File: src/rtl/request_encoder.sv
// Request encoder: captures single-cycle request events on four lines into a
// pending register and presents one granted index at a time through a
// registered valid/ready output stage.
//
// Parameters:
//   ROUND_ROBIN - 0: fixed priority, index 0 wins; 1: rotating priority
//                 starting after the last granted index.
// Ports:
//   clk        - clock, all state updates on the rising edge
//   reset      - synchronous active-high reset
//   in0..in3   - request lines; high in a cycle = one request event
//   ready      - consumer accepts the presented address when valid is high
//   address0   - registered LSB of the granted index
//   address1   - registered MSB of the granted index
//   valid      - registered; {address1,address0} holds a granted index
//   overrun    - registered one-cycle pulse; an event merged into a pending one
module request_encoder #(
    parameter int unsigned ROUND_ROBIN = 0
) (
    input  logic clk,
    input  logic reset,
    input  logic in0,
    input  logic in1,
    input  logic in2,
    input  logic in3,
    input  logic ready,
    output logic address0,
    output logic address1,
    output logic valid,
    output logic overrun
);

    logic [3:0] pending_q, pending_d;
    logic [1:0] addr_q, addr_d;
    logic [1:0] ptr_q, ptr_d;
    logic       valid_q, valid_d;
    logic       overrun_q, overrun_d;

    logic [3:0] req;
    logic [3:0] clear;
    logic [1:0] base;
    logic [1:0] cand;
    logic [1:0] sel;
    logic       found;
    logic       free;
    logic       load;

    assign req = {in3, in2, in1, in0};

    // Output stage can take a new index when empty or being accepted now.
    assign free = !valid_q || ready;

    // Search origin: index 0 for fixed priority, one past the last grant
    // for rotating priority (2-bit arithmetic wraps 3 -> 0).
    assign base = (ROUND_ROBIN != 0) ? (ptr_q + 2'd1) : 2'd0;

    always_comb begin
        sel   = 2'd0;
        found = 1'b0;
        cand  = 2'd0;
        for (int k = 0; k < 4; k++) begin
            cand = base + 2'(k);
            if (!found && pending_q[cand]) begin
                found = 1'b1;
                sel   = cand;
            end
        end
    end

    assign load = free && found;

    always_comb begin
        clear = 4'b0000;
        if (load) begin
            clear[sel] = 1'b1;
        end
    end

    always_comb begin
        // A new event on a bit being cleared this edge re-sets it (set wins).
        pending_d = (pending_q & ~clear) | req;
        overrun_d = |(req & pending_q & ~clear);
        valid_d   = valid_q;
        addr_d    = addr_q;
        ptr_d     = ptr_q;
        if (free) begin
            valid_d = load;
        end
        if (load) begin
            addr_d = sel;
            ptr_d  = sel;
        end
    end

    always_ff @(posedge clk) begin
        if (reset) begin
            pending_q <= 4'b0000;
            addr_q    <= 2'd0;
            ptr_q     <= 2'd3;
            valid_q   <= 1'b0;
            overrun_q <= 1'b0;
        end else begin
            pending_q <= pending_d;
            addr_q    <= addr_d;
            ptr_q     <= ptr_d;
            valid_q   <= valid_d;
            overrun_q <= overrun_d;
        end
    end

    assign address0 = addr_q[0];
    assign address1 = addr_q[1];
    assign valid    = valid_q;
    assign overrun  = overrun_q;

endmodule

File: config.mk
export PLATFORM = sky130hd
export DESIGN_NAME = request_encoder
export DESIGN_NICKNAME = d
export VERILOG_FILES = /design/src/rtl/request_encoder.sv
export SDC_FILE = /design/constraint.sdc
export NUM_CORES = 1
export LEC_CHECK = 0
export BUFFER_PORTS_ARGS = -buffer_cell sky130_fd_sc_hd__buf_2
export CAP_MARGIN = 20
export CORE_AREA = 2 2 39 41
export CTS_BUF_LIST = sky130_fd_sc_hd__clkbuf_2
export DETAILED_ROUTE_END_ITERATION = 16
export DIE_AREA = 0 0 41 43
export PLACE_DENSITY = 0.53
export SLEW_MARGIN = 20
export SYNTH_ARGS = -nofsm -noshare
export SYNTH_HDL_FRONTEND = slang
export SYNTH_SLANG_ARGS = --single-unit
File: constraint.sdc
create_clock -name clk -period 3.6 [get_ports clk]
set_input_delay 0.54 -clock clk [delete_from_list [all_inputs] [get_ports clk]]
set_output_delay 0.54 -clock clk [all_outputs]
set_load 0.05 [all_outputs]
==> impl_metrics.py <==
metrics = {
    "yosys": {
        "netlist_area_um2": 365.4,
        "ys.warnings.count": 0,
        "synthCells": 42,
        "yosysTopAreaCellShare_pct": 43.84,
        "ys_seq_elements": 8,
        "syn_avg_cell_area_um2": 8.699,
        "yosysTopAreaCell": "dfxtp_1",
        "synth_area_leaders": "dfxtp_1 44%, a21oi_1 6.8%, inv_1 6.2%",
        "synthDistinctLibCells": 21,
        "syn_nets": 49,
        "yosysSeqAreaShare_pct": 43.84,
    },
    "setup_path": {
        "crit_required_ns": 3.06,
        "slowest_stage": "dfxtp_1",
        "end_kind": "output pin",
        "slowest_delay_ns": 0.36,
        "critPathKind": "reg -> out",
        "critPathBufInv": 1,
        "cp_max_fo": 4,
        "worstPathCellList": "buf_2",
        "arrival_ns": 0.86,
        "critPathLaunchType": "flip-flop",
        "critical_path.top_delay_family": "flip-flops",
    },
    "global_route": {
        "grt_usage_pct": 10.60,
        "grt_overflow": 0,
        "antenna_found_initial": 0,
        "grt_first_pass_wirelength_um": 1242,
        "grt_max_degree": 10,
        "grt_pass1_vias": 275,
    },
    "routing": {
        "drt_iter0_drc": 5,
        "ant_nets": 0,
        "vias": 325,
        "drt_first_pass_iters": 4,
        "viasPerCell": 4.779,
        "wl_um": 704,
        "drc": 0,
        "wl_per_cell_um": 10.35,
    },
    "placed_design": {
        "place.gp.congestion": 0.7867,
        "place_inst": 65,
        "dpl_cell_area_um2": 416.7,
        "port-buffer-count": 10,
        "hpwl_um": 518.7,
    },
    "floorplan": {
        "initial_core_util_pct": 26.40,
        "die_height_um": 43,
        "core_um2": 1384,
        "die_area_um2": 1763,
        "num_rows": 14,
        "die_w_um": 41,
        "ios": 11,
    },
    "timing": {
        "finalSetupTns_ns": 0,
        "grt_setup_unrepaired": "no",
        "hold_viol": 0,
        "fmax_ghz": 0.7155,
        "relSlewSlack_pct": 64.41,
        "period_minus_slack_ns": 1.398,
        "min_period_over_period_pct": 38.82,
        "slew_violations": 0,
        "worstMarginPinSlew_ns": 0.5327,
        "setup-violations-final": 0,
        "skew_ns": 0.0001293,
        "holdWs_ns": 0.4765,
    },
    "clock_network": {
        "cts_setup_buffers": 0,
        "cts-hold-fix-buffers": 0,
        "ctsResizeCount": 0,
        "htree_levels": 1,
        "cts_buffers": 3,
        "insertion_delay_ns": 0.23,
        "clk_path_buf_depth": 2,
        "cts_tree": "done",
        "clock-sinks": 8,
        "cts.clk_slew.worst_paths_ns": 0.07,
        "cts_root_buf": "clkbuf_2",
    },
    "power_and_ir_drop": {
        "ir_drop_uv": 203.2,
        "p_leak_nw": 0.1975,
        "fin_total_pwr_mw": 0.1941,
        "power_density_nw_per_um2": 449.7,
    },
    "layout": {
        "design_area_um2": 431.7,
        "layout-drive-gt1-share_pct": 26.92,
        "diodes": 0,
        "instances_no_fill": 68,
        "syn_to_final_growth_pct": 18.15,
        "final_nets": 61,
    },
    "run": {
        "cap_violations": 0,
    },
    "outcome": {
        "status": "completed",
    },
    "min_path": {
        "holdCritPathClass": "reg -> reg",
    },
}
routing by layer:
metal  global-route usage, %  vias up  wire (um)
met3                   7.853        0         57
met1                   15.03      141        369
met2                   12.81       13        277
met5                       0        -          0
li1                        -      171          -
met4                   2.000        0          0
sequential cells by signal, summed over array words and instances (netlist names):
register,count
addr_q,2
valid,1
pending_q,4
overrun,1
synth_stat cells (all sizes together):
master   count
clkbuf       2
dfxtp        8
nor2         2
and2         1
or2          1
o31a         1
nor4         1
a221oi       1
and4b        1
nor2b        2
o221ai       1
o2111ai      1
o221a        1
nand3        1
o31ai        1
o21ai        3
inv          6
a21oi        5
nand2b       1
o311ai       1
buf          1
power by group:
part / total [mW] / internal, mW / switching [mW]
clock: 0.0519 / 0.0227 / 0.0291
sequential: 0.101 / 0.0957 / 0.00561
combinational: 0.0410 / 0.0134 / 0.0275
per-stage QoR:
| stage | setup slack (ns) | utilization (%) |
|---|---|---|
| floorplan | 2.228 | - |
| global placement | 2.137 | 30.11 |
| detailed placement | 2.133 | 30.11 |
| CTS | 2.176 | 31.19 |
| global route | 2.137 | 31.19 |
| finish | 2.202 | 31.19 |
layout make-up:
class	count	area (um^2)
Fill cell	157	952.2
Multi-Input combinational cell	25	163.9
Sequential cell	8	160.2
Timing Repair Buffer	10	50.05
Inverter	6	22.52
Tap cell	16	20.02
Clock buffer	3	15.01
worst paths after layout:
check,from,end,slack [ns],cells past startpoint
max,valid,valid,2.20,1
min,addr_q[1],addr_q[1],0.48,2
max reg2reg,pending_q[0],addr_q[0],2.34,3
min reg2reg,addr_q[1],addr_q[1],0.48,2
cells in the final DEF (no fill, tap or decap), types with 2 or more instances in the layout:
master	netlist	layout
nor2b_1	2	2
a21oi_1	5	5
nor2_1	2	2
clkbuf_2	0	3
dfxtp_1	8	8
o21ai_0	3	3
inv_1	6	6
buf_2	0	10
cell families (layout without fill, tap and decap cells):
group	count (synthesis)	count (layout)	share of synthesized area [%]
and+or+nand+nor	10	10	16.78
DFF	8	8	43.83
AOI/OAI and AO/OA	15	15	28.08
buffers and inverters	9	19	11.30
Power figures use the tool's default switching activity.
